## src/rtl/hazard_ctrl.sv

```systemverilog
`default_nettype none
// ============================================================================
// Module   : hazard_ctrl
// Purpose  : Stall/flush control for the IF/ID and ID/EX pipeline registers
//            (load-use bubble, taken-branch squash, saturating event counters).
// Revision : 1.0 - initial release
// ============================================================================
module hazard_ctrl #(
    parameter int FLUSH_CYCLES = 2,
    parameter int CNT_W        = 16
) (
    input  logic             clk,
    input  logic             rst_n,
    input  logic [4:0]       id_rs1,
    input  logic [4:0]       id_rs2,
    input  logic             id_uses_rs1,
    input  logic             id_uses_rs2,
    input  logic             ex_memRead,
    input  logic [4:0]       ex_write_reg,
    input  logic             ex_branch_taken,
    output logic             pc_write,
    output logic             if_id_write,
    output logic             if_id_flush,
    output logic             id_ex_flush,
    output logic [1:0]       ctrl_state,
    output logic [CNT_W-1:0] stall_count,
    output logic [CNT_W-1:0] flush_count
);

    localparam logic [1:0] c_ST_RUN   = 2'd0;
    localparam logic [1:0] c_ST_STALL = 2'd1;
    localparam logic [1:0] c_ST_FLUSH = 2'd2;

    localparam int                c_FL_W    = (FLUSH_CYCLES > 1) ? $clog2(FLUSH_CYCLES) : 1;
    localparam logic [c_FL_W-1:0] c_FL_INIT = c_FL_W'(FLUSH_CYCLES - 1);
    localparam logic [CNT_W-1:0]  c_CNT_MAX = {CNT_W{1'b1}};

    logic [1:0]        r_state;
    logic [c_FL_W-1:0] r_flush_left;
    logic [CNT_W-1:0]  r_stall_count;
    logic [CNT_W-1:0]  r_flush_count;

    logic [1:0]        w_state_nxt;
    logic [c_FL_W-1:0] w_flush_left_nxt;
    logic              w_stall_inc;
    logic              w_flush_inc;
    logic              w_hz;

    // A load targeting x0 never produces a value, so it can never cause a stall.
    assign w_hz = ex_memRead && (ex_write_reg != 5'd0) &&
                  ((id_uses_rs1 && (id_rs1 == ex_write_reg)) ||
                   (id_uses_rs2 && (id_rs2 == ex_write_reg)));

    always_comb begin
        w_state_nxt      = c_ST_RUN;
        w_flush_left_nxt = r_flush_left;
        w_stall_inc      = 1'b0;
        w_flush_inc      = 1'b0;
        pc_write         = 1'b1;
        if_id_write      = 1'b1;
        if_id_flush      = 1'b0;
        id_ex_flush      = 1'b0;

        if (!rst_n) begin
            pc_write    = 1'b0;
            if_id_write = 1'b0;
            if_id_flush = 1'b1;
            id_ex_flush = 1'b1;
        end else if (ex_branch_taken) begin
            if_id_flush = 1'b1;
            id_ex_flush = 1'b1;
            w_flush_inc = 1'b1;
            if (FLUSH_CYCLES > 1) begin
                w_state_nxt      = c_ST_FLUSH;
                w_flush_left_nxt = c_FL_INIT;
            end else begin
                w_flush_left_nxt = '0;
            end
        end else if (r_state == c_ST_FLUSH) begin
            // Squash window: load-use detection is meaningless on wrong-path instructions.
            if_id_flush = 1'b1;
            id_ex_flush = 1'b1;
            if (r_flush_left > c_FL_W'(1)) begin
                w_state_nxt      = c_ST_FLUSH;
                w_flush_left_nxt = r_flush_left - c_FL_W'(1);
            end else begin
                w_flush_left_nxt = '0;
            end
        end else if (w_hz) begin
            pc_write    = 1'b0;
            if_id_write = 1'b0;
            id_ex_flush = 1'b1;
            w_stall_inc = 1'b1;
            w_state_nxt = c_ST_STALL;
        end
    end

    always_ff @(posedge clk or negedge rst_n) begin
        if (!rst_n) begin
            r_state       <= c_ST_RUN;
            r_flush_left  <= '0;
            r_stall_count <= '0;
            r_flush_count <= '0;
        end else begin
            r_state      <= w_state_nxt;
            r_flush_left <= w_flush_left_nxt;
            if (w_stall_inc && (r_stall_count != c_CNT_MAX)) begin
                r_stall_count <= r_stall_count + CNT_W'(1);
            end
            if (w_flush_inc && (r_flush_count != c_CNT_MAX)) begin
                r_flush_count <= r_flush_count + CNT_W'(1);
            end
        end
    end

    assign ctrl_state  = r_state;
    assign stall_count = r_stall_count;
    assign flush_count = r_flush_count;

endmodule
`default_nettype wire

```

## config.mk

```make
export PLATFORM = sky130hd
export DESIGN_NAME = hazard_ctrl
export DESIGN_NICKNAME = d
export VERILOG_FILES = /design/src/rtl/hazard_ctrl.sv
export SDC_FILE = /design/constraint.sdc
export NUM_CORES = 1
export LEC_CHECK = 0
export CORE_UTILIZATION = 45
export CTS_CLUSTER_SIZE = 10
export DETAILED_ROUTE_END_ITERATION = 16
export GPL_TIMING_DRIVEN = 0
export PLACE_DENSITY = 0.79
export RECOVER_POWER = 50
export SLEW_MARGIN = 20
export SYNTH_ARGS = -nofsm -noshare
export SYNTH_HDL_FRONTEND = slang
export SYNTH_SLANG_ARGS = --single-unit
```

## constraint.sdc

```tcl
create_clock -name clk -period 2.6 [get_ports clk]
set_input_delay 0.39 -clock clk [delete_from_list [all_inputs] [get_ports clk]]
set_output_delay 0.39 -clock clk [all_outputs]
set_load 0.005 [all_outputs]
```

## Word level (Yosys, flattened, before mapping)

Index checks and enable logic that the tools add are counted.

| storage, ports and cells | value |
|---|---|
| flip-flop bits (word level) | 35 |
| input bits | 21 |

| cells by class | value |
|---|---|
| add/sub/neg operators | 3 |
| $lt $le $gt $ge | 1 |
| eq/ne operators | 5 |
| muxes and demuxes | 24 |
| reductions and logical operators | 10 |

Operators by type and width:

| kind | number |
|---|---|
| adder 16 x 1 -> 16 bit (second input constant) | 2 |
| != test 16 bit (second input constant) | 2 |
| 2-to-1 mux 1 bit | 20 |
| equality test 5 bit | 2 |
| 2-to-1 mux 2 bit | 4 |
| logical AND 1 bit | 6 |
| nonzero test 5 bit | 1 |
| equality test 2 bit (second input constant) | 1 |
| AND reduction 2 bit | 1 |
| nonzero test 2 bit | 1 |
| > comparator 1 bit (second input constant) | 1 |
| logical OR 1 bit | 1 |
| subtractor 1 bit (second input constant) | 1 |

## Logic depth before layout (Yosys ltp)

Gate-level depths: netlist of run 1.

| depth | value |
|---|---|
| word-level depth | 9 |
| depth in mapped cells | 8 |
| gate-level depth less buffers | 7 |

## Worst setup path after synthesis of run 1

OpenSTA, ideal clock, no wires.

| timing | value |
|---|---|
| kind | input-to-output |
| start | input ex_write_reg[2] |
| end | output pc_write |
| arrival | 1.472 ns |
| data required time | 2.210 ns |
| slack | 0.738 ns |
| stages | 6 |
| cell sequence | xnor2_1 nand4_1 o22ai_2 nand2_1 o31a_1 buf_4 |

| on the way | value |
|---|---|
| word-level cells in the longest chain between the ends | 8 |
| elaborated cells between the ends (all ways) | 12 |
| those cells by class | eq/ne: 2; mux: 4; reduce/logical: 6 |

Ends and longest elaborated chain:

| element | RTL line | source |
|---|---|---|
| from (decl) | 19 | `input logic [4:0] ex_write_reg,` |
| equality test 5 bit, on equally long branches | 51, 52 |  |
| logical AND 1 bit, on equally long branches | 51, 52 |  |
| logical OR 1 bit | 51 | `((id_uses_rs1 && (id_rs1 == ex_write_reg)) \|\|` |
| logical AND 1 bit * | 50 | `assign w_hz = ex_memRead && (ex_write_reg != 5'd0) &&` |
| 2-to-1 mux 1 bit * (4 in series) | -- |  |
| to (decl) | 21 | `output logic pc_write,` |

Mark *: on every way between the ends. The rest lies on a longest branch, timed or not.

## Worst setup path after layout of run 1

| timing | value |
|---|---|
| start | input id_rs2[0] |
| end | output pc_write |

| on the way | value |
|---|---|
| word-level cells in the longest chain between the ends | 8 |

Ends and longest elaborated chain:

| element | RTL line | source |
|---|---|---|
| from (decl) | 15 | `input logic [4:0] id_rs2,` |
| equality test 5 bit | 52 | `(id_uses_rs2 && (id_rs2 == ex_write_reg)));` |
| logical AND 1 bit | 52 |  |
| logical OR 1 bit | 51 |  |
| logical AND 1 bit | 50 |  |
| 2-to-1 mux 1 bit | 89 | `end else if (w_hz) begin` |
| 2-to-1 mux 1 bit | 79 | `end else if (r_state == c_ST_FLUSH) begin` |
| 2-to-1 mux 1 bit | 69 | `end else if (ex_branch_taken) begin` |
| 2-to-1 mux 1 bit | 64 | `if (!rst_n) begin` |

No other way between the ends.

==> key figures, run 1 <==
Setup path
  • Critical path endpoint category: output port
  • Req. time, crit path: 2.21 ns
  • Setup CP Type: primary input to output port
  • Worst Path Max Fanout: 2
  • Critical path launch point type: primary input
  • Data arrival time of the worst path: 2.11 ns

Floorplan
  • Total die area: 4269 um2
  • DIE HEIGHT: 65.34 um
  • Io pins: 59
  • Number of cell rows: 22
  • Die width: 65.34 um
  • Core area: 3744 um2
  • Initial Util: 0.4823

Placement
  • DPL Wire Length: 2.886 mm
  • Placer Congestion: 0.7707
  • Setup WS pre-CTS: -0.3712 ns
  • Placed Cells: 269
  • I/O Buffers: 58

Detailed routing
  • ANT nets after route: 0
  • Routed WL per cell: 13.25 um
  • DRC: 0
  • Via-to-Cell Ratio: 5.161
  • Total Wirelength: 3.710 mm
  • Pre-antenna DRT Iters: 4
  • Iteration-0 DRC Markers: 44
  • Via total after detailed routing: 1445

Synth
  • Post-Syn Nets: 185
  • Post-synth EDFFs: 0
  • Post-synth top flop: dfrtp_1
  • Synth async-reset ratio: 1.000
  • #FFs+latches synth: 34
  • Most instantiated cells after synthesis: 34 x dfrtp_1, 26 x xnor2_1, 17 x nand2_1
  • Library cells used by synthesis: 28
  • Cell area after synthesis: 1805 um2
  • Synth Warn #: 0
  • Mapped Cells: 162
  • Seq/Total Area, Yosys: 0.4712
  • Synth top area share: 0.4712
  • Area contributors post-synth: dfrtp_1 47%, xnor2_1 13%, xor2_1 5.8%
  • Mean Syn Cell Area: 11.14 um2
  • Synth area leader: dfrtp_1
  • Cell with the most instances after synthesis: dfrtp_1

Timing
  • Slew @ Worst Pin: 0.3980 ns
  • Final setup margin: 0.1030 ns
  • Max_slew headroom: 0.7347
  • Fin. Hold Viols: 0
  • Final period util: 0.9604
  • Max Slew Vio Count: 0
  • Hold_ws: 0.02111 ns
  • Clk_skew: 0.003989 ns
  • Setup-failing EPs final: 0
  • Final min period: 2.497 ns
  • Max Fclk: 0.4005 GHz
  • Unrepaired setup endpoints after global routing: no

Layout
  • Fraction of layout cells with a size suffix above 1: 0.1164
  • Ant diodes: 0
  • FF+latch area: 850.8 um2
  • Multi-input logic area: 924.6 um2
  • Filler cells: 314
  • Area grow syn2layout: 43.87%
  • Non-Filler Instances: 280
  • Nets: 254

Clock network
  • Root Buffer: clkbuf_8
  • Clk slew on worst S/H paths: 0.06 ns
  • H-Tree Depth: 2
  • CTS Sinks: 34
  • Clk_lat worst skew: 0.29 ns
  • TritonCTS Buffers: 5
  • Post-CTS Hold Fix Bufs: 0
  • CTS tree: yes
  • CTS Buffer Depth: 2

Power and ir drop
  • Maximum vdd drop: 0.3126 mV
  • Clock power frac: 0.344
  • Combinational power share: 0.191
  • Switching power of the nets: 0.3301 mW
  • Switching portion of total power: 0.2429
  • P_int: 1.029 mW
  • Flop pwr share: 0.465
  • PwrDens: 523.3 nW/um2
  • Leak pwr: 1.235 nW

GRT
  • First-pass GRT wire length: 6.403 mm
  • Total congestion overflow: 0
  • Pin count of the biggest net entering global routing: 23
  • Initial antenna violation count: 0
  • Vias in the first global route: 1425
  • Total track usage: 0.2001

Min path
  • Worst hold path type: primary input to async pin

Run
  • Max Cap Viol: 0

Run status
  • Status: completed
[kinds of logic after synthesis]
group / synth area share
and+or+nand+nor: 0.2592
xor gates and xnor gates: 0.1843
DFF: 0.4712
buffers and inverters: 0.01802
AOI/OAI and AO/OA: 0.03466
muxes: 0.01871
adders and majority gates: 0.01386
[critical path, stage by stage]
cell,delay (ns)
clkdlybuf4s50_1,0.48
xnor2_1,0.13
nand4_1,0.12
o22ai_2,0.21
nand2_2,0.10
o31a_1,0.30
buf_4,0.13
dlygate4sd2_1,0.25
[layout by cell type, fill, tap and decap left out, types with 4 or more instances in the layout]
| cell type | instances |
|---|---|
| dfrtp_1 | 34 |
| clkdlybuf4s50_1 | 33 |
| xnor2_1 | 26 |
| nand2_1 | 16 |
| dlygate4sd3_1 | 16 |
| xor2_1 | 12 |
| nand3_1 | 12 |
| nand4_1 | 9 |
| nor2_1 | 8 |
| and3_1 | 6 |
| dlygate4sd2_1 | 6 |
| nor3_1 | 5 |
| clkbuf_8 | 5 |
| inv_1 | 4 |
| and4_1 | 4 |
| buf_4 | 4 |
[stage by stage]
step	total power, mW	setup TNS (ns)	area [um2]	util
after CTS	1.388	0	2585	0.6905
after global routing	1.436	0	2597	0.6939
final	1.359	0	2597	0.6939
after detailed placement	0.9201	-0.7865	2469	0.6594
after floorplan	0.7406	0	1805	-
after global placement	0.9065	-22.93	2446	0.6534
[repair_timing]
| action | in CTS | in global routing |
|---|---|---|
| resized for setup | 7 | 2 |
| setup endpoints to repair | 3 | 2 |
| pin swaps | 5 | 2 |
| buffers inserted | 2 | 1 |
| cloned | 0 | 0 |
[power by group through the flow]
stage	Sequential (mW)	Clock [mW]	Combinational, mW
floorplan	0.640	0	0.101
global placement	0.641	0	0.266
detailed placement	0.643	0	0.277
CTS	0.634	0.478	0.276
global route	0.644	0.506	0.286
finish	0.632	0.468	0.260
[state kept, by name, indices dropped and copies added (netlist names)]
register / cells
stall_count: 16
ctrl_state: 2
flush_count: 16
[worst paths after layout]
| kind | start | end | slack, ns | cells past startpoint |
|---|---|---|---|---|
| max in group asynchronous | rst_n | stall_count[10] | 2.15 | 2 |
| worst min-delay path | rst_n | flush_count[6] | 0.02 | 1 |
| worst min register to register | stall_count[9] | stall_count[9] | 0.50 | 1 |
| worst max register to register | flush_count[0] | flush_count[13] | 0.59 | 8 |
| min in group clk | stall_count[9] | stall_count[9] | 0.50 | 1 |
| worst max-delay path | id_rs2[0] | pc_write | 0.10 | 8 |
[cell type report]
type,instances,area share
inverter,4,0.005780
clock inverter,1,0.01156
clock buffer,7,0.02938
tap,48,0.02312
sequential,34,0.3276
buffer,3,0.006744
multi-input combinational,121,0.3560
timing repair buffer,62,0.2399
[routing by layer]
layer | up-vias | GRT usage | wire [um]
met2 | 55 | 0.3325 | 1812
met4 | 0 | 0.06793 | 66
li1 | 698 | - | -
met1 | 683 | 0.2413 | 1557
met3 | 9 | 0.06771 | 273
met5 | - | 0 | 0
No activity file was read; power rests on OpenSTA's default activity.
==> run 2, diff against run 1 <==
CTS_CLUSTER_DIAMETER = 40   (was not set)
==> results of run 2 <==
Same layout as run 1: the final DEF is identical, and so are final timing and power.
